==> src/rtl/snake_motion.sv <==
// -----------------------------------------------------------------------------
// snake_motion
//
// Snake movement engine. Each accepted game tick advances the head one cell in
// the requested heading and wraps at the grid edges. The body is a shift
// register of cell coordinates: segment 0 is the head. The block handles
// growth, raises a sticky self-collision flag, and answers registered
// per-cell occupancy queries for the pixel renderer.
//
// Build option:
//   SNAKE_REVERSE_GUARD_EN - when defined, a 180-degree turn request is
//                            ignored and the snake keeps going straight.
//                            When undefined, the reversal is applied as-is.
//
// Ports:
//   clk        : system clock
//   rst        : synchronous, active-high reset
//   tick       : one-cycle step strobe
//   direction  : requested heading (00 right, 01 down, 10 left, 11 up)
//   grow       : pulse, requests +1 length on the next step
//   qry_x/y    : cell to test against the body
//   head_x/y   : current head cell
//   length     : current live segment count
//   heading    : last applied heading
//   step_done  : one-cycle pulse the cycle after an accepted step
//   self_hit   : sticky, the snake ran into its own body
//   qry_hit    : queried cell is occupied by any live segment (1-cycle latency)
//   qry_head   : queried cell is the head (1-cycle latency)
// -----------------------------------------------------------------------------
module snake_motion #(
    parameter int GRID_W   = 32,
    parameter int GRID_H   = 24,
    parameter int X_W      = 5,
    parameter int Y_W      = 5,
    parameter int MAX_LEN  = 16,
    parameter int LEN_W    = 5,
    parameter int INIT_LEN = 3
) (
    input  logic             clk,
    input  logic             rst,
    input  logic             tick,
    input  logic [1:0]       direction,
    input  logic             grow,
    input  logic [X_W-1:0]   qry_x,
    input  logic [Y_W-1:0]   qry_y,
    output logic [X_W-1:0]   head_x,
    output logic [Y_W-1:0]   head_y,
    output logic [LEN_W-1:0] length,
    output logic [1:0]       heading,
    output logic             step_done,
    output logic             self_hit,
    output logic             qry_hit,
    output logic             qry_head
);

    localparam logic [X_W-1:0]   X_MAX     = X_W'(GRID_W - 1);
    localparam logic [Y_W-1:0]   Y_MAX     = Y_W'(GRID_H - 1);
    localparam logic [LEN_W-1:0] LEN_MAX   = LEN_W'(MAX_LEN);
    localparam logic [LEN_W-1:0] LEN_RESET = LEN_W'(INIT_LEN);

    // Body state
    logic [X_W-1:0]   seg_x_reg [MAX_LEN];
    logic [Y_W-1:0]   seg_y_reg [MAX_LEN];
    logic [LEN_W-1:0] length_reg;
    logic [1:0]       heading_reg;
    logic             grow_pend_reg;
    logic             self_hit_reg;
    logic             step_done_reg;
    logic             qry_hit_reg;
    logic             qry_head_reg;

    // Step evaluation
    logic [1:0]       dir_next;
    logic [X_W-1:0]   head_x_next;
    logic [Y_W-1:0]   head_y_next;
    logic             eff_grow;
    logic [LEN_W-1:0] cmp_len;
    logic [MAX_LEN-1:0] hit_vec;
    logic [MAX_LEN-1:0] qry_vec;
    logic             collision;
    logic             step_accept;

    assign step_accept = tick & ~self_hit_reg;

    // Heading actually used for this step.
    always_comb begin
        dir_next = direction;
`ifdef SNAKE_REVERSE_GUARD_EN
        // A 180-degree request would drive the head straight into seg 1;
        // keep going straight instead.
        if (direction == (heading_reg ^ 2'b10)) begin
            dir_next = heading_reg;
        end
`endif
    end

    // Next head cell. Wrap is an explicit compare because the grid need not
    // be a power of two.
    always_comb begin
        head_x_next = seg_x_reg[0];
        head_y_next = seg_y_reg[0];
        case (dir_next)
            2'b00: head_x_next = (seg_x_reg[0] == X_MAX) ? '0 : seg_x_reg[0] + X_W'(1);
            2'b01: head_y_next = (seg_y_reg[0] == Y_MAX) ? '0 : seg_y_reg[0] + Y_W'(1);
            2'b10: head_x_next = (seg_x_reg[0] == '0) ? X_MAX : seg_x_reg[0] - X_W'(1);
            default: head_y_next = (seg_y_reg[0] == '0) ? Y_MAX : seg_y_reg[0] - Y_W'(1);
        endcase
    end

    // Growth request is dropped silently once the body is full.
    assign eff_grow = (grow_pend_reg | grow) & (length_reg < LEN_MAX);

    // The tail vacates its cell on a normal step, so it only counts as an
    // obstacle when the snake is growing.
    assign cmp_len = eff_grow ? length_reg : length_reg - LEN_W'(1);

    generate
        for (genvar gi = 0; gi < MAX_LEN; gi++) begin : g_seg_cmp
            assign hit_vec[gi] = (LEN_W'(gi) < cmp_len) &&
                                 (seg_x_reg[gi] == head_x_next) &&
                                 (seg_y_reg[gi] == head_y_next);
            assign qry_vec[gi] = (LEN_W'(gi) < length_reg) &&
                                 (seg_x_reg[gi] == qry_x) &&
                                 (seg_y_reg[gi] == qry_y);
        end
    endgenerate

    assign collision = |hit_vec;

    always_ff @(posedge clk) begin
        if (rst) begin
            for (int i = 0; i < MAX_LEN; i++) begin
                if (i < INIT_LEN) begin
                    seg_x_reg[i] <= X_W'(GRID_W / 2 - i);
                    seg_y_reg[i] <= Y_W'(GRID_H / 2);
                end else begin
                    seg_x_reg[i] <= '0;
                    seg_y_reg[i] <= '0;
                end
            end
            length_reg    <= LEN_RESET;
            heading_reg   <= 2'b00;
            grow_pend_reg <= 1'b0;
            self_hit_reg  <= 1'b0;
            step_done_reg <= 1'b0;
            qry_hit_reg   <= 1'b0;
            qry_head_reg  <= 1'b0;
        end else begin
            // Queries always see the state as it was in the sampling cycle.
            qry_hit_reg   <= |qry_vec;
            qry_head_reg  <= (seg_x_reg[0] == qry_x) && (seg_y_reg[0] == qry_y);
            step_done_reg <= step_accept;

            if (step_accept) begin
                // The grow request (latched or same-cycle) is consumed here,
                // even if the step ends in a collision.
                grow_pend_reg <= 1'b0;
                if (collision) begin
                    // Body, length and heading stay frozen at the crash point.
                    self_hit_reg <= 1'b1;
                end else begin
                    for (int i = MAX_LEN - 1; i >= 1; i--) begin
                        seg_x_reg[i] <= seg_x_reg[i-1];
                        seg_y_reg[i] <= seg_y_reg[i-1];
                    end
                    seg_x_reg[0] <= head_x_next;
                    seg_y_reg[0] <= head_y_next;
                    // Growing just extends the live window over the old tail.
                    length_reg   <= length_reg + LEN_W'(eff_grow);
                    heading_reg  <= dir_next;
                end
            end else if (grow) begin
                grow_pend_reg <= 1'b1;
            end
        end
    end

    assign head_x    = seg_x_reg[0];
    assign head_y    = seg_y_reg[0];
    assign length    = length_reg;
    assign heading   = heading_reg;
    assign step_done = step_done_reg;
    assign self_hit  = self_hit_reg;
    assign qry_hit   = qry_hit_reg;
    assign qry_head  = qry_head_reg;

endmodule

==> config.mk <==
export PLATFORM = sky130hd
export DESIGN_NAME = snake_motion
export DESIGN_NICKNAME = d
export VERILOG_FILES = /design/src/rtl/snake_motion.sv
export SDC_FILE = /design/constraint.sdc
export NUM_CORES = 1
export LEC_CHECK = 0
export ABC_AREA = 0
export CAP_MARGIN = 20
export CORE_ASPECT_RATIO = 1.4
export CORE_UTILIZATION = 55
export CTS_CLUSTER_SIZE = 24
export DETAILED_ROUTE_END_ITERATION = 12
export GPL_TIMING_DRIVEN = 0
export PLACE_DENSITY_LB_ADDON = 0.3
export SKIP_CTS_REPAIR_TIMING = 1
export SKIP_LAST_GASP = 1
export SLEW_MARGIN = 20
export SYNTH_ARGS = -nofsm -noshare
export SYNTH_HDL_FRONTEND = slang
export SYNTH_SLANG_ARGS = --single-unit
==> constraint.sdc <==
create_clock -name clk -period 33.8 [get_ports clk]
set_clock_uncertainty 0.15 [all_clocks]
set_input_delay 6.76 -clock clk [delete_from_list [all_inputs] [get_ports clk]]
set_output_delay 6.76 -clock clk [all_outputs]
set_load 0.02 [all_outputs]
==> results.md <==
* Io pins at 37
* Post-synth top area share at 41.9%
* DRC violations left at 0
* Final Cell Area at roughly 13000 sq um
* Synth top area cells: edfxtp_1 (42%), xor2_1 (12%), xnor2_1 (11%)
* First-pass GRT wire length at 56.7 mm
* Crit-path max FO at 23
* Avg WL per Cell at 27.7 um
* Leakage at 4.67 nW
* Share of layout cells above drive strength 1 at under 10%
* Worst Hold Class: flip-flop to flip-flop
* Die area at between 20000 and 25000 sq um
* Core box area at 20500 sq um
* Yosys cell types at slightly above 70
* Post-Place Cells at 1370
* Tot Pwr at 0.595 mW
* Post-Synthesis Cell Area at 11500 sq um
* Rel. slew slack at 18.5%
* Area leader, netlist: edfxtp_1
* Drt via density at 6.59
* Yosys reg bits at 172
* Largest net degree at the start of global routing at 27
* Final hold viol count at 0
* Placer Congestion at 0.970
* Gr usage total at 37.7%
* Setup_tns at 0 ns
* Vias in the first global route at 8994
* Post-Route WL at 38.8 mm
* Async set or reset register ratio after synthesis at 0%
* Clk_lat worst skew at 0.47 ns
* Final core utilization at 62.7%
* Worst Path Arrival at 11.87 ns
* Fin worst setup slack at roughly 22 ns
* Synth warn at 0
* Commonest cells in the netlist: edfxtp_1 (160), xor2_1 (153), and2_1 (140), xnor2_1 (140), nor4_1 (49)
* Post-synth EDFFs at 160
* Crit path kind: primary input to flip-flop
* Rows at 62
* Max-cap violations at 0
* Routed vias at 9239
* Antenna-violating nets left at 0
* Die extent in x at roughly 120 um
* Die Height at 173 um
* Layout area overhead at 12.0%
* Sequential-to-total area share from yosys stat at between 40% and 50%
* Min-delay src: heading[0]$_SDFFE_PP0P_
* Max VDD drop at approximately 38 uV
* Reg clk slew, reported paths at 0.07 ns
* Final slew viol count at 0
* Crit share post-route at 34.9%
* Total grt overflow at 0
* Mapped Avg Cell Area at 10.6 sq um
* Antenna violations before repair at 0
* Run status: finished, final reports clean
* CTS tree: yes
* Worst-case clock buffer depth at 2
* Primary FF master, synth: edfxtp_1
* Antenna Cells at 0
* Clk root buf: clkbuf_16
* Post-DP HPWL at 28.0 mm
* Starting DRT DRC Count at 1065
* Mapped Cells at 1080
* R2R Path Start: seg_x_reg[0][0]$_SDFFCE_PN0P_
* Hold Slack at 0.329 ns
* Sequential cell area at ~5000 sq um
* Num CTS Buffers at 17
* Most common cell in the netlist: edfxtp_1
* Initial Util at 56.0%
* Crit path required time at 33.86 ns
* Htree depth at 4
* Area of the multi-input gates at 5950 sq um
* Crit path from: direction[0]
* CTS Sinks at 172
* Startpoint types: primary input
* F_max at 84.7 MHz
* CP Capture Type: flip-flop
* Drt pass-1 iters at 5
* # nets final at roughly 1200
* Synthesized net count at about 1100
* Post-place setup slack at between 20 and 25 ns
* Dpl cell area at 12300 sq um
* Non-filler instance count after layout at about 1400
* Fillcell total at 1688
* Final min period at about 12 ns
* Worst slew pin tran at between 1 and 1.5 ns
* RSZ-0062 raised after global routing: no
* Final setup vio count at 0
* Pwr dens at 46.3 nW/um^2
* PortBufs at 26
layer usage:
layer	vias up	wire length (um)	track usage, %
li1	3928	-	-
met1	4455	14200	46.9
met2	663	17600	57.2
met3	193	3670	7.98
met4	0	3240	27.2
met5	-	0	0
logic make-up after synthesis:
family                   count (synthesis)  share of synthesized area (%)
XOR/XNOR                               293                           22.4
multiplexers                             8                          0.720
AO/OA/AOI/OAI                          118                           7.63
buffers and inverters                   98                           4.39
adder cells (fa/ha/maj)                 10                           1.09
flip-flops                             172                           44.0
AND/OR/NAND/NOR                        381                           19.8
layout make-up:
| type | count | area share, % |
|---|---|---|
| Multi-Input combinational cell | 810 | 46.3 |
| Sequential cell | 172 | 39.3 |
| Tap cell | 256 | 2.50 |
| Clock inverter | 15 | 1.03 |
| Timing Repair Buffer | 34 | 3.59 |
| Clock buffer | 17 | 3.31 |
| Buffer | 86 | 3.57 |
| Inverter | 12 | 0.351 |
worst max-delay path, stage by stage:
cell and delay [ns]:
clkdlybuf4s50_1 0.49, buf_2 0.23, buf_1 0.46, mux2i_1 0.24, o211a_1 0.35, a21o_1 0.30
clkbuf_1 0.59, o21ai_0 0.17, nor4_1 0.58, nand4_1 0.28, and4_1 0.31, nand4_2 0.16
buf_6 0.18, o21ai_4 0.14, buf_16 0.23, buf_16 0.18, buf_16 0.17
where the power goes:
| group | switching [mW] | internal (mW) |
|---|---|---|
| combinational | 0.0800 | 0.0537 |
| clock | 0.0960 | 0.0969 |
| sequential | 0.0199 | 0.248 |
| total | 0.196 | 0.399 |
final timing paths:
path,end,slack (ns),cells after the start
worst max-delay path,seg_x_reg[0][64]$_SDFFCE_PN0P_,22.00,17
worst min-delay path,heading[0]$_SDFFE_PP0P_,0.33,2
worst max register to register,seg_x_reg[0][64]$_SDFFCE_PN0P_,28.02,17
worst min register to register,heading[0]$_SDFFE_PP0P_,0.33,2
cell usage in the layout (no fill, tap or decap), types with 7 or more instances in the layout:
cell	n
a2111oi_0	7
a21oi_1	23
and2_1	140
buf_1	8
buf_16	7
buf_2	12
buf_4	25
clkbuf_1	38
clkbuf_16	17
clkdlybuf4s50_1	26
dfxtp_1	12
edfxtp_1	160
ha_1	10
inv_1	11
nand2_1	31
nand2b_1	15
nand3_1	29
nand4_1	33
nor2_1	23
nor3_1	14
nor4_1	49
o21ai_0	25
or3_1	7
or4_1	7
xnor2_1	140
xor2_1	153
Power figures use the tool's default switching activity.
